$ cat config.mk
export PLATFORM = sky130hd
export DESIGN_NAME = seg_scan_ctrl
export DESIGN_NICKNAME = d
export VERILOG_FILES = /design/src/rtl/seg_pkg.sv /design/src/rtl/seg_hex_font.sv /design/src/rtl/seg_scan_ctrl.sv
export SDC_FILE = /design/constraint.sdc
export NUM_CORES = 1
export LEC_CHECK = 0
export CAP_MARGIN = 40
export CELL_PAD_IN_SITES_DETAIL_PLACEMENT = 0
export CELL_PAD_IN_SITES_GLOBAL_PLACEMENT = 2
export CORE_MARGIN = 2
export CORE_UTILIZATION = 38
export CTS_CLUSTER_SIZE = 8
export DETAILED_ROUTE_END_ITERATION = 10
export DONT_BUFFER_PORTS = 1
export MAX_ROUTING_LAYER = met4
export PLACE_DENSITY = 0.84
export RECOVER_POWER = 25
export SLEW_MARGIN = 30
export SYNTH_ARGS = -nofsm -noshare
export SYNTH_HDL_FRONTEND = slang
export SYNTH_SLANG_ARGS = --single-unit
$ cat constraint.sdc
create_clock -name sys_clk -period 2.25 [get_ports sys_clk]
set_input_delay 0.3375 -clock sys_clk [delete_from_list [all_inputs] [get_ports sys_clk]]
set_output_delay 0.3375 -clock sys_clk [all_outputs]
set_load 0.02 [all_outputs]
$ cat src/rtl/seg_pkg.sv
// Shared constants for the multiplexed 7-segment scanner: the hex font,
// segment bit positions and the leading-zero blanking helper.
package seg_pkg;

    localparam int SEG_A  = 0;
    localparam int SEG_B  = 1;
    localparam int SEG_C  = 2;
    localparam int SEG_D  = 3;
    localparam int SEG_E  = 4;
    localparam int SEG_F  = 5;
    localparam int SEG_G  = 6;
    localparam int SEG_DP = 7;

    // Active-high patterns {dp,g,f,e,d,c,b,a}, dp always clear here.
    localparam logic [7:0] FONT [16] = '{
        8'h3F, 8'h06, 8'h5B, 8'h4F, 8'h66, 8'h6D, 8'h7D, 8'h07,
        8'h7F, 8'h6F, 8'h77, 8'h7C, 8'h39, 8'h5E, 8'h79, 8'h71
    };

    // Blank mask for leading zeros: walks down from digit n-1 while the digit
    // is a zero without a dp; digit 0 is never included.
    function automatic logic [7:0] lz_mask(input logic [31:0] nib,
                                           input logic [7:0]  dps,
                                           input int          n);
        logic run;
        lz_mask = '0;
        run     = 1'b1;
        for (int i = 7; i >= 1; i--) begin
            if (i < n) begin
                run        = run && (nib[4*i +: 4] == 4'h0) && !dps[i];
                lz_mask[i] = run;
            end
        end
    endfunction

endpackage

$ cat src/rtl/seg_hex_font.sv
// Nibble plus decimal point to active-high segment pattern.
module seg_hex_font
    import seg_pkg::*;
(
    input  logic [3:0] nib,
    input  logic       dp,
    output logic [7:0] pat
);

    always_comb begin
        pat         = FONT[nib];
        pat[SEG_DP] = dp;
    end

endmodule

$ cat src/rtl/seg_scan_ctrl.sv
// Multiplexed 7-segment scan controller: slot/digit counters, frame-synchronous
// shadow capture, blink, leading-zero blanking, PWM brightness, registered pins.
module seg_scan_ctrl
    import seg_pkg::*;
#(
    parameter int DIGITS         = 6,
    parameter int CLK_DIV        = 50_000,
    parameter int BLINK_DIV      = 250,
    parameter bit SEG_ACTIVE_LOW = 1'b1,
    parameter bit SEL_ACTIVE_LOW = 1'b1
) (
    input  logic                  sys_clk,
    input  logic                  sys_rst,
    input  logic                  en,
    input  logic [4*DIGITS-1:0]   data,
    input  logic [DIGITS-1:0]     dp,
    input  logic [DIGITS-1:0]     blink_mask,
    input  logic                  blank_lz,
    input  logic [3:0]            bright,
    output logic [DIGITS-1:0]     sel,
    output logic [7:0]            seg,
    output logic                  frame_done
);

    localparam int CW   = $clog2(CLK_DIV);
    localparam int IW   = $clog2(DIGITS);
    localparam int BW   = (BLINK_DIV > 1) ? $clog2(BLINK_DIV) : 1;
    localparam int STEP = CLK_DIV / 16;

    localparam logic [DIGITS-1:0] SEL_OFF = SEL_ACTIVE_LOW ? {DIGITS{1'b1}} : '0;
    localparam logic [7:0]        SEG_OFF = SEG_ACTIVE_LOW ? 8'hFF : 8'h00;

    logic [CW-1:0]       cnt;
    logic [IW-1:0]       idx;
    logic [BW-1:0]       bcnt;
    logic                blink_phase;
    logic                first;
    logic [4*DIGITS-1:0] sh_data;
    logic [DIGITS-1:0]   sh_dp;
    logic [DIGITS-1:0]   sh_blink;

    logic                cnt_wrap;
    logic                frame_wrap;
    logic [7:0]          lz;
    logic [DIGITS-1:0]   blank_vec;
    logic [3:0]          cur_nib;
    logic                cur_dp;
    logic [7:0]          pat;
    logic [DIGITS-1:0]   sel_on;
    logic                lit;

    assign cnt_wrap   = (cnt == CW'(CLK_DIV - 1));
    assign frame_wrap = cnt_wrap && (idx == IW'(DIGITS - 1));

    assign lz        = lz_mask(32'(sh_data), 8'(sh_dp), DIGITS);
    assign blank_vec = (blank_lz ? lz[DIGITS-1:0] : '0) | (blink_phase ? sh_blink : '0);

    assign cur_nib = sh_data[idx*4 +: 4];
    assign cur_dp  = sh_dp[idx];
    assign sel_on  = DIGITS'(1) << idx;

    // cnt==0 stays dark so the select change never ghosts onto the next digit.
    assign lit = en && (cnt != '0)
              && (32'(cnt) < (32'(bright) + 32'd1) * 32'(STEP))
              && !blank_vec[idx];

    seg_hex_font u_font (
        .nib (cur_nib),
        .dp  (cur_dp),
        .pat (pat)
    );

    always_ff @(posedge sys_clk or posedge sys_rst) begin
        if (sys_rst) begin
            cnt         <= '0;
            idx         <= '0;
            bcnt        <= '0;
            blink_phase <= 1'b0;
            first       <= 1'b1;
            sh_data     <= '0;
            sh_dp       <= '0;
            sh_blink    <= '0;
            sel         <= SEL_OFF;
            seg         <= SEG_OFF;
            frame_done  <= 1'b0;
        end else begin
            first      <= 1'b0;
            frame_done <= frame_wrap;
            cnt        <= cnt_wrap ? '0 : cnt + 1'b1;
            if (cnt_wrap)
                idx <= frame_wrap ? '0 : idx + 1'b1;

            // Capture only at frame boundaries so a frame never mixes old/new data.
            if (first || frame_wrap) begin
                sh_data  <= data;
                sh_dp    <= dp;
                sh_blink <= blink_mask;
            end

            if (frame_wrap) begin
                if (bcnt == BW'(BLINK_DIV - 1)) begin
                    bcnt        <= '0;
                    blink_phase <= ~blink_phase;
                end else begin
                    bcnt <= bcnt + 1'b1;
                end
            end

            sel <= lit ? (SEL_ACTIVE_LOW ? ~sel_on : sel_on) : SEL_OFF;
            seg <= lit ? (SEG_ACTIVE_LOW ? ~pat : pat) : SEG_OFF;
        end
    end

endmodule

==> results.json, run 1 <==
{
  "status": "complete, but fails checks",
  "violations": "setup timing",
  "cts_root_buffer": "clkbuf_16",
  "netlist_area_um2": 5021,
  "initial_core_util": 0.3931,
  "drv_cap": 0,
  "wl_met2_um": 6241,
  "ctsHtreeMaxLevel": 3,
  "wl_met1_um": 5881,
  "slew_headroom": 0.02805,
  "rr_worst_depth": 6,
  "ys_types": 54,
  "finalPower_mw": 4.300,
  "hold_ws_ns": 0.1422,
  "path_common_cell": "ha_4",
  "slowest_delay_ns": 0.49,
  "cts_tree": "built",
  "fillCellCount": 1109,
  "dp_hpwl_um": 9442,
  "synth_edf_count": 0,
  "drv_slew": 0,
  "drc": 0,
  "dr.max_layer_used": "met4",
  "place_inst": 708,
  "cts.sink_count": 80,
  "fin_cells": 741,
  "fin_ws_ns": -1.849,
  "drt_iter0_markers": 213,
  "grt.total_usage": 0.1912,
  "worstPathMaxFanout": 7,
  "vias_per_cell": 5.291,
  "syn_avg_cell_area_um2": 10.62,
  "seq_area_frac_synth": 0.4024,
  "ioPinCount": 59,
  "finalWeightedCongestion": 0.8302,
  "grt_pass1_wl_um": 20910,
  "p_per_area_nw_per_um2": 641.5,
  "arrival_ns": 4.35,
  "tightest_slew_ns": 1.450,
  "hold_path_depth": 1,
  "hold_violations": 0,
  "synthTopCellsByArea": "dfrtp_1, ha_1, mux2_2, dfstp_2, xnor2_1",
  "synth-seq-cells": 80,
  "drt-pass1-iter-count": 5,
  "setup_viol": 57,
  "hold_class": "in2reg",
  "port_buffers": 0,
  "synthFlopType": "dfrtp_1",
  "grt_max_degree": 34,
  "vias": 3921,
  "ant_nets": 0,
  "die_height_um": 119.0,
  "r2r-end": "bcnt[3]$_DFFE_PP0P_",
  "clkTransAtPathRegs_ns": 0.06,
  "grt_pass1_vias": 4135,
  "syn_to_final_growth_pct": 33.49,
  "r2r_slack_ns": -0.21,
  "clk_latency_ns": 0.34,
  "clock_skew_ns": 0.009419,
  "std_cell_rows": 41,
  "fmax_ghz": 0.2440,
  "synthArstFlopShare": 1.000,
  "min_period_ns": 4.099,
  "gr-total-overflow": 0,
  "routed_wl_um": 12730,
  "yosysTopAreaCell": "dfrtp_1",
  "synth_nets": 579,
  "yosys_warnings": 0,
  "slowest_stage": "or4_1",
  "r2r_start": "cnt[10]$_DFF_PP0_",
  "antenna_found_initial": 0,
  "die-area_um2": 14150,
  "synth_cells": 473,
  "vdd_drop_max_uv": 592.7,
  "cts_inserted_buffers": 9,
  "die_w_um": 119.0,
  "grt_setup_unrepaired": "yes",
  "setup-tns-final_ns": -30.03,
  "drive_gt1_frac": 0.3743,
  "worstPathRequired_ns": 2.50,
  "num-nets-final": 670,
  "min_period_over_period": 1.822,
  "core_um2": 12770,
  "clockBufferDepth": 2,
  "antennaDiodeCount": 0,
  "cp-start-kind": "input port",
  "dr_wl_met3_um": 534,
  "wire_per_inst_um": 17.18,
  "cp-end-kind": "flip-flop",
  "path_cells": "ha_4 -> xor2_4 -> ha_4 -> xnor2_4 -> ha_4 -> a21o_1 -> ha_4 -> ha_2 -> or4_1 -> a31oi_1 -> o32a_1 -> nand2_1 -> nand2_1 -> xor2_1 -> ha_2 -> o21a_1 -> o221a_4 -> a311oi_4 -> buf_6 -> o221ai_1",
  "power.leakage_nw": 3.033,
  "holdCritStartpoint": "data[18]",
  "whs_endpoint": "sh_data[18]$_DFFE_PP0P_",
  "place_ws_ns": -2.217,
  "yosysTopAreaCellShare": 0.3239,
  "path_class": "in2reg"
}
power by group:
part / switching [mW] / internal, mW / total (mW) / leakage, nW
combinational: 0.529 / 0.602 / 1.13 / 1.90
sequential: 0.0795 / 1.54 / 1.62 / 0.968
clock: 0.595 / 0.956 / 1.55 / 0.162
cells in the final DEF (no fill, tap or decap), drive strengths merged, types with 2 or more instances in the layout:
cell and instances:
o311ai 2, a21oi 16, nand4 6, buf 90, nor4 5, xor2 16, o211ai 5, clkbuf 14
xnor2 17, nand3 19, nor2b 5, and3 9, o221ai 2, mux2 40, a211oi 2, nand2b 3
inv 27, a21o 3, nor2 23, ha 61, a311oi 2, o21bai 2, nor3 11, or4 8
mux4 2, a22oi 2, a31oi 7, and2 3, o22ai 3, or3 6, nand2 28, o21a 5
dfrtp 65, mux2i 12, dfstp 15, o21ai 18
registers in the layout (all words and copies together) (netlist names):
register,cells
bcnt,8
blink_phase,1
cnt,16
first,1
frame_done,1
idx,3
seg,8
sel,6
sh_blink,6
sh_data,24
sh_dp,6
how the worst max path moves through the flow:
stage	startpoint	to	slack [ns]
6_report	bright[0]	seg[5]$_DFF_PP1_	-1.85
5_1_grt	bright[1]	seg[1]$_DFF_PP1_	-2.00
4_1_cts	bright[0]	seg[6]$_DFF_PP1_	-1.77
3_5_place_dp	bright[0]	seg[2]$_DFF_PP1_	-2.22
3_3_place_gp	bright[0]	seg[0]$_DFF_PP1_	-2.17
2_1_floorplan	bright[0]	seg[1]$_DFF_PP1_	-2.14
metrics by stage:
stage,utilization,instance area [µm²]
global route,0.5247,6703
CTS,0.5087,6497
global placement,0.4623,5906
floorplan,-,5170
detailed placement,0.4623,5906
finish,0.5247,6703
cells by family (layout without fill, tap and decap cells):
group | Yosys count | after routing | synth area share
and+or+nand+nor | 131 | 131 | 0.1363
other | 1 | 1 | 0.0007469
adders and majority gates | 62 | 62 | 0.1560
AOI/OAI and AO/OA | 74 | 74 | 0.09469
muxes | 54 | 54 | 0.1226
buffers and inverters | 38 | 134 | 0.02965
xor gates and xnor gates | 33 | 33 | 0.05756
DFF | 80 | 80 | 0.4024
critical path, delay by kind of cell:
kind / cells / cell delay [ns]
AO/OA/AOI/OAI: 7 / 1.43
buffers and inverters: 1 / 0.19
AND/OR/NAND/NOR: 3 / 0.65
XOR/XNOR: 3 / 0.52
adder cells (fa/ha/maj): 6 / 1.21
timing repair:
item	4_1_cts	5_1_grt
pin swaps	24	32
cloned	4	1
setup endpoints to repair	59	67
setup buffers	8	6
hold buffers	1	0
endpoints found under the hold margin	20	0
gates resized for setup	28	34
cell type report:
class / instances / area [µm²] / share of cell area
flip-flops and latches: 80 / 2021 / 0.3015
clock inverters: 3 / 23.77 / 0.003547
multi-input cells: 355 / 3224 / 0.4811
inverters: 26 / 98.84 / 0.01475
repair buffers: 92 / 815.8 / 0.1217
clock buffers: 13 / 304.0 / 0.04536
well taps: 172 / 215.2 / 0.03211
cells in the mapped netlist, drive strengths merged (2+ instances only):
master and number:
a211oi 2, a21o 3, a21oi 16, a22oi 2, a311oi 2, a31oi 7, and2 3, and3 9
buf 6, clkbuf 6, dfrtp 65, dfstp 15, ha 61, inv 26, mux2 40, mux2i 12
mux4 2, nand2 28, nand2b 3, nand3 19, nand4 6, nor2 23, nor2b 5, nor3 11
nor4 5, o211ai 5, o21a 5, o21ai 18, o21bai 2, o221ai 2, o22ai 3, o311ai 2
or3 6, or4 8, xnor2 17, xor2 16
metal layers:
layer	vias up	GRT usage
met5	-	-
met4	0	0.04167
met3	8	0.04837
met2	79	0.3053
met1	1931	0.2461
li1	1903	-
Power figures use the tool's default switching activity.
==> run 2: changes to the inputs <==
--- a/config.mk
+++ b/config.mk
@@ -14,9 +14,11 @@
 export DETAILED_ROUTE_END_ITERATION = 10
 export DONT_BUFFER_PORTS = 1
 export MAX_ROUTING_LAYER = met4
-export PLACE_DENSITY = 0.84
+export PLACE_DENSITY = 0.83
 export RECOVER_POWER = 25
+export SETUP_SLACK_MARGIN = 0.05
 export SLEW_MARGIN = 30
 export SYNTH_ARGS = -nofsm -noshare
 export SYNTH_HDL_FRONTEND = slang
+export SYNTH_HIERARCHICAL = 1
 export SYNTH_SLANG_ARGS = --single-unit
==> run 2 against run 1 <==
  * Largest cell class unchanged
  * Synthesized cell count grew 3.2%
  * Largest power group unchanged
  * The flow still finishes with violations (setup timing)
  * Worst setup slack gained 0.29 ns
  * Die area grew 6.2%
==> results.json, run 2 <==
{
  "grt_pass1_vias": 3890,
  "grt_pass1_wl_um": 19850,
  "die_w_um": 122.6,
  "grt_max_degree": 34,
  "hold_violations": 0,
  "p_seq_frac": 0.378,
  "core_um2": 13830,
  "tightest_slew_ns": 0.7756,
  "pwr-share-clk": 0.364,
  "violations": "setup timing",
  "wire_per_inst_um": 16.44,
  "min_period_over_period": 1.693,
  "antenna_found_initial": 0,
  "hold_path_depth": 1,
  "worstPathMaxFanout": 7,
  "wl_met1_um": 5757,
  "num-nets-final": 666,
  "dr.max_layer_used": "met4",
  "ctsHtreeMaxLevel": 3,
  "whs_endpoint": "sh_data[13]$_DFFE_PP0P_",
  "dr_wl_met3_um": 377,
  "cp-start-kind": "input port",
  "yosys_warnings": 6,
  "synthTopCellsByArea": "dfrtp_1, ha_1, mux2_4, dfstp_2, xnor2_1",
  "std_cell_rows": 43,
  "seq_area_frac_synth": 0.3782,
  "fmax_ghz": 0.2625,
  "drc": 0,
  "drv_cap": 0,
  "ys_types": 58,
  "vias": 3872,
  "cts_tree": "built",
  "switchingPower_mw": 1.181,
  "clockBufferDepth": 2,
  "vdd_drop_max_uv": 389.8,
  "grt_setup_unrepaired": "yes",
  "synthTopCellsByCount": "dfrtp_1, ha_1, mux2_4, nand2_1",
  "routed_wl_um": 12210,
  "slowest_stage": "fa_1",
  "synth-seq-cells": 80,
  "cts.sink_count": 80,
  "port_buffers": 0,
  "clk_latency_ns": 0.34,
  "path_class": "in2reg",
  "fillCellCount": 1219,
  "clkTransAtPathRegs_ns": 0.06,
  "p_per_area_nw_per_um2": 643.2,
  "rr_worst_depth": 8,
  "status": "complete, but fails checks",
  "yosysTopAreaCell": "dfrtp_1",
  "setup_viol": 14,
  "drive_gt1_frac": 0.3321,
  "largest_reg_flops": 24,
  "path_cells": "nand3_4 -> xnor2_2 -> buf_4 -> buf_6 -> ha_4 -> inv_2 -> fa_1 -> inv_1 -> ha_2 -> a211oi_4 -> nor2_2 -> o31ai_2 -> a32oi_2 -> xnor2_1 -> ha_1 -> and4_1 -> nand2_1 -> nand4b_1 -> a21oi_2 -> o21ai_4 -> clkbuf_16 -> nand4_1",
  "ioPinCount": 59,
  "slowest_delay_ns": 0.54,
  "r2r_slack_ns": -0.07,
  "cts_root_buffer": "clkbuf_16",
  "drv_slew": 0,
  "antennaDiodeCount": 0,
  "drt_iter0_markers": 191,
  "largest-register": "sh_data",
  "hold_class": "in2reg",
  "arrival_ns": 4.09,
  "synthFlopType": "dfrtp_1",
  "critical_path.top_delay_family": "adder cells",
  "die_height_um": 122.6,
  "dp_hpwl_um": 9327,
  "fin_cells": 743,
  "vias_per_cell": 5.211,
  "clock_skew_ns": 0.005523,
  "ant_nets": 0,
  "synth_cells": 488,
  "drt-pass1-iter-count": 4,
  "wl_met2_um": 5950,
  "synthArstFlopShare": 1.000,
  "p_int_mw": 3.115,
  "die-area_um2": 15020,
  "r2r_start": "idx[0]$_DFFE_PP0N_",
  "synth_nets": 596,
  "path_buf_inv": 5,
  "slew_headroom": 0.4829,
  "yosysTopAreaCellShare": 0.3044,
  "final_area_um2": 6679,
  "worstPathRequired_ns": 2.53,
  "fin_ws_ns": -1.560,
  "min_period_ns": 3.810,
  "power_frac_comb": 0.258,
  "syn_to_final_growth_pct": 25.01,
  "finalWeightedCongestion": 0.8694,
  "largest_registers": "sh_data: 24 flops, cnt: 16 flops",
  "r2r-end": "seg[6]$_DFF_PP1_",
  "grt.total_usage": 0.1731,
  "holdCritStartpoint": "data[13]",
  "swShare": 0.2749,
  "yosysMostFrequentCell": "dfrtp_1",
  "gr-total-overflow": 0,
  "cts_inserted_buffers": 9,
  "place_area_um2": 6113,
  "synth_edf_count": 0,
  "layout_common_cells": "dfrtp_1, buf_4, ha_1",
  "place_inst": 717,
  "cp-end-kind": "flip-flop",
  "syn_avg_cell_area_um2": 10.95,
  "power.leakage_nw": 3.023,
  "netlist_area_um2": 5343,
  "initial_core_util": 0.3864
}
## run 2: cell count changes in the layout (fill, tap and decap cells not counted), sizes merged, moves of 4 or more
cell   delta
a31oi     -5
and3      +4
buf      -19
mux2i     -4
mux4      +4
nand4    +13
nor2      +4
or4       -4
## run 2: final cells by class
type	count	area [µm²]	share of cell area
Sequential cell	80	2022	0.3027
Tap cell	180	225.2	0.03372
Timing Repair Buffer	75	631.9	0.09460
Inverter	26	98.84	0.01480
Clock inverter	6	92.59	0.01386
Clock buffer	10	229.0	0.03428
Multi-Input combinational cell	366	3379	0.5060
## run 2: cells by family (layout without fill, tap and decap cells)
logic type      Yosys count  in the layout  synth area share
compound gates           62             62           0.07517
xor+xnor                 34             34           0.05574
fa+ha+maj                64             64            0.1513
buf+inv                  42            117           0.03817
flops                    80             80            0.3782
mux                      55             55            0.1492
other cells               1              1         0.0007019
simple gates            150            150            0.1515
## run 2: metrics by stage
stage	hold WS, ns	setup TNS [ns]	util	setup slack (ns)	power (mW)
finish	0.1404	-21.54	0.4830	-1.560	4.296
global route	0.1298	-24.22	0.4830	-1.744	4.536
detailed placement	0.3699	-26.90	0.4421	-1.940	2.654
floorplan	0.4540	-22.62	-	-1.663	2.332
global placement	0.3579	-25.66	0.4421	-1.841	2.632
CTS	0.005292	-21.16	0.4657	-1.532	4.243
## run 2: per-layer routing
layer | vias up | track usage
met2 | 50 | 0.2729
met5 | - | -
li1 | 1912 | -
met1 | 1899 | 0.2297
met3 | 11 | 0.03346
met4 | 0 | 0.04454
## run 2: power by group through the flow
stage | logic (mW) | clock network, mW | registers [mW]
after floorplan | 0.710 | 0 | 1.62
after detailed placement | 1.01 | 0 | 1.64
after global placement | 0.990 | 0 | 1.64
after CTS | 1.02 | 1.60 | 1.62
final | 1.11 | 1.57 | 1.62
after global routing | 1.23 | 1.67 | 1.63
## run 2: repair_timing
action,in CTS,in global routing
pin swaps,3,24
buffers inserted,0,6
hold buffers,0,1
hold endpoints to repair,0,29
resized for setup,2,25
setup endpoints to repair,14,34
cloned,0,1
## run 2: worst max-delay path by stage
stage | start | end | slack, ns | cells past startpoint
detailed placement | bright[0] | sel[1]$_DFF_PP1_ | -1.94 | 21
finish | bright[2] | seg[6]$_DFF_PP1_ | -1.56 | 22
CTS | bright[0] | sel[1]$_DFF_PP1_ | -1.53 | 21
floorplan | bright[1] | sel[5]$_DFF_PP1_ | -1.66 | 18
global placement | bright[0] | sel[2]$_DFF_PP1_ | -1.84 | 19
global route | bright[2] | seg[4]$_DFF_PP1_ | -1.74 | 23
## run 2: worst register-to-register path, cell delays in order (launching register included)
cell and delay (ns):
dfrtp_1 0.45, buf_4 0.27, mux4_2 0.56, nand2_1 0.09
o21ai_0 0.08, buf_4 0.19, mux2_4 0.31, a21oi_1 0.19
nand4_1 0.10
==> run 3: changes to the inputs <==
--- a/config.mk
+++ b/config.mk
@@ -9,12 +9,12 @@
 export CELL_PAD_IN_SITES_DETAIL_PLACEMENT = 0
 export CELL_PAD_IN_SITES_GLOBAL_PLACEMENT = 2
 export CORE_MARGIN = 2
-export CORE_UTILIZATION = 38
+export CORE_UTILIZATION = 43
 export CTS_CLUSTER_SIZE = 8
 export DETAILED_ROUTE_END_ITERATION = 10
 export DONT_BUFFER_PORTS = 1
 export MAX_ROUTING_LAYER = met4
-export PLACE_DENSITY = 0.83
+export PLACE_DENSITY = 0.88
 export RECOVER_POWER = 25
 export SETUP_SLACK_MARGIN = 0.05
 export SLEW_MARGIN = 30
==> constraint.sdc (replaced) <==
create_clock -name sys_clk -period 3.7 [get_ports sys_clk]
set_input_delay 0.555 -clock sys_clk [delete_from_list [all_inputs] [get_ports sys_clk]]
set_output_delay 0.555 -clock sys_clk [all_outputs]
set_load 0.02 [all_outputs]
==> run 3 against run 2 <==
  * The flow still finishes with violations (setup timing)
  * Combinational power shrank 43%
  * Flip-flop and latch count is the same
  * Die area shrank 11%
  * Largest cell class unchanged
  * Design area shrank 5.9%
  * Critical path depth shrank 2
  * Highest routed layer unchanged
==> results.json, run 3 (synthesized netlist as in run 2, its figures left out) <==
{
  "status": "complete, but fails checks",
  "violations": "setup timing",
  "r2r_start": "idx[0]$_DFFE_PP0N_",
  "worstPathMaxFanout": 14,
  "wire_per_inst_um": 16.28,
  "clock_skew_ns": 0.01037,
  "holdCritStartpoint": "data[15]",
  "finalWeightedCongestion": 0.8602,
  "std_cell_rows": 40,
  "min_period_ns": 3.954,
  "port_buffers": 0,
  "ant_nets": 0,
  "vias": 3706,
  "die_height_um": 115.5,
  "grt_pass1_wl_um": 18850,
  "largest-register": "sh_data",
  "syn_to_final_growth_pct": 17.66,
  "vias_per_cell": 5.340,
  "core_um2": 12060,
  "grt_setup_unrepaired": "yes",
  "hold_ws_ns": 0.3561,
  "dp_hpwl_um": 8704,
  "cts.sink_count": 80,
  "arrival_ns": 4.19,
  "place_inst": 669,
  "ioPinCount": 59,
  "path_class": "in2reg",
  "largest_reg_flops": 24,
  "finalPower_mw": 2.607,
  "ctsHtreeMaxLevel": 3,
  "slowest_stage": "a2111oi_2",
  "fmax_ghz": 0.2529,
  "slew_headroom": 0.2200,
  "drc": 0,
  "cp-end-kind": "flip-flop",
  "cts_root_buffer": "clkbuf_16",
  "drv_slew": 0,
  "worstPathRequired_ns": 3.93,
  "hold_class": "in2reg",
  "antennaDiodeCount": 0,
  "path_cells": "ha_4 -> and3_4 -> ha_2 -> xnor2_2 -> ha_1 -> ha_4 -> ha_4 -> buf_4 -> nand3b_1 -> a22oi_1 -> a21oi_1 -> nand2_1 -> nand2_1 -> xor2_1 -> ha_1 -> a2111oi_2 -> a31oi_1 -> o21ai_4 -> buf_12 -> nand4_1",
  "tightest_slew_ns": 1.169,
  "clockBufferDepth": 2,
  "hold_violations": 0,
  "place_ws_ns": -0.9807,
  "drt_iter0_markers": 162,
  "final_common_cell": "dfrtp_1",
  "routed_wl_um": 11300,
  "gr-total-overflow": 0,
  "drv_cap": 0,
  "die_w_um": 115.5,
  "layout_common_cells": "dfrtp_1, ha_1, buf_4",
  "path_common_cell": "ha_4",
  "cts_inserted_buffers": 9,
  "path_buf_inv": 2,
  "grt_pass1_vias": 3835,
  "clk_latency_ns": 0.34,
  "grt.total_usage": 0.1865,
  "vdd_drop_max_uv": 290.0,
  "critical_path.top_delay_family": "adder cells",
  "power.leakage_nw": 2.834,
  "p_per_area_nw_per_um2": 414.8,
  "startpoint": "bright[0]",
  "grt_max_degree": 33,
  "setup_viol": 14,
  "antenna_found_initial": 0,
  "fin_cells": 694,
  "fin_ws_ns": -0.2539,
  "initial_core_util": 0.4429,
  "clkTransAtPathRegs_ns": 0.07,
  "cp-start-kind": "input port",
  "drt-pass1-iter-count": 4,
  "die-area_um2": 13330,
  "cts_tree": "built",
  "num-nets-final": 629,
  "slowest_delay_ns": 0.33,
  "min_period_over_period": 1.069,
  "drive_gt1_frac": 0.2776,
  "largest_registers": "sh_data: 24 flops, cnt: 16 flops"
}
run 3: cell count changes in the layout (fill, tap and decap cells not counted), sizes merged:
cell,previous run,this run
buf,71,36
clkbuf,13,11
clkinvlp,3,1
dlygate4sd3,1,0
inv,26,29
run 3: metrics by stage:
stage                     area (µm²)  TNS [ns]    util
after floorplan                 5454    -5.365       -
after global placement          5774    -11.28  0.4787
after detailed placement        5774    -13.33  0.4787
after CTS                       6203    -3.639  0.5143
after global routing            6286    -6.199  0.5212
final                           6286    -3.172  0.5212
run 3: power by group:
part,internal (mW),switching [mW],total [mW]
Combinational,0.331,0.299,0.630
Sequential,0.935,0.0500,0.985
Clock,0.604,0.388,0.992
Total,1.87,0.737,2.61
run 3: final cells by class:
type,instances,area (µm²)
well taps,168,210.2
multi-input cells,366,3328
fillers,1058,5776
inverters,26,97.59
clock inverters,7,110.1
repair buffers,38,294.0
clock buffers,9,225.2
flip-flops and latches,80,2021
run 3: timing repair:
action,CTS,global route
hold buffers,0,0
pin swaps,8,10
buffers inserted,4,4
resized for setup,6,10
setup endpoints to repair,14,14
run 3: worst paths after layout:
kind | end | slack (ns) | cells past startpoint
max | sel[2]$_DFF_PP1_ | -0.25 | 20
min | sh_data[15]$_DFFE_PP0P_ | 0.36 | 1
min reg2reg | bcnt[7]$_DFFE_PP0P_ | 0.50 | 1
min in group asynchronous | blink_phase$_DFFE_PP0P_ | 0.42 | 1
max reg2reg | seg[3]$_DFF_PP1_ | 0.78 | 8
max in group asynchronous | bcnt[7]$_DFFE_PP0P_ | 1.65 | 2
run 3: routing by layer:
layer,share of wire,track usage,vias up
li1,-,-,1833
met1,0.49,0.2505,1787
met2,0.46,0.2815,69
met3,0.033,0.04027,17
met4,0.017,0.06104,0
met5,0,-,-
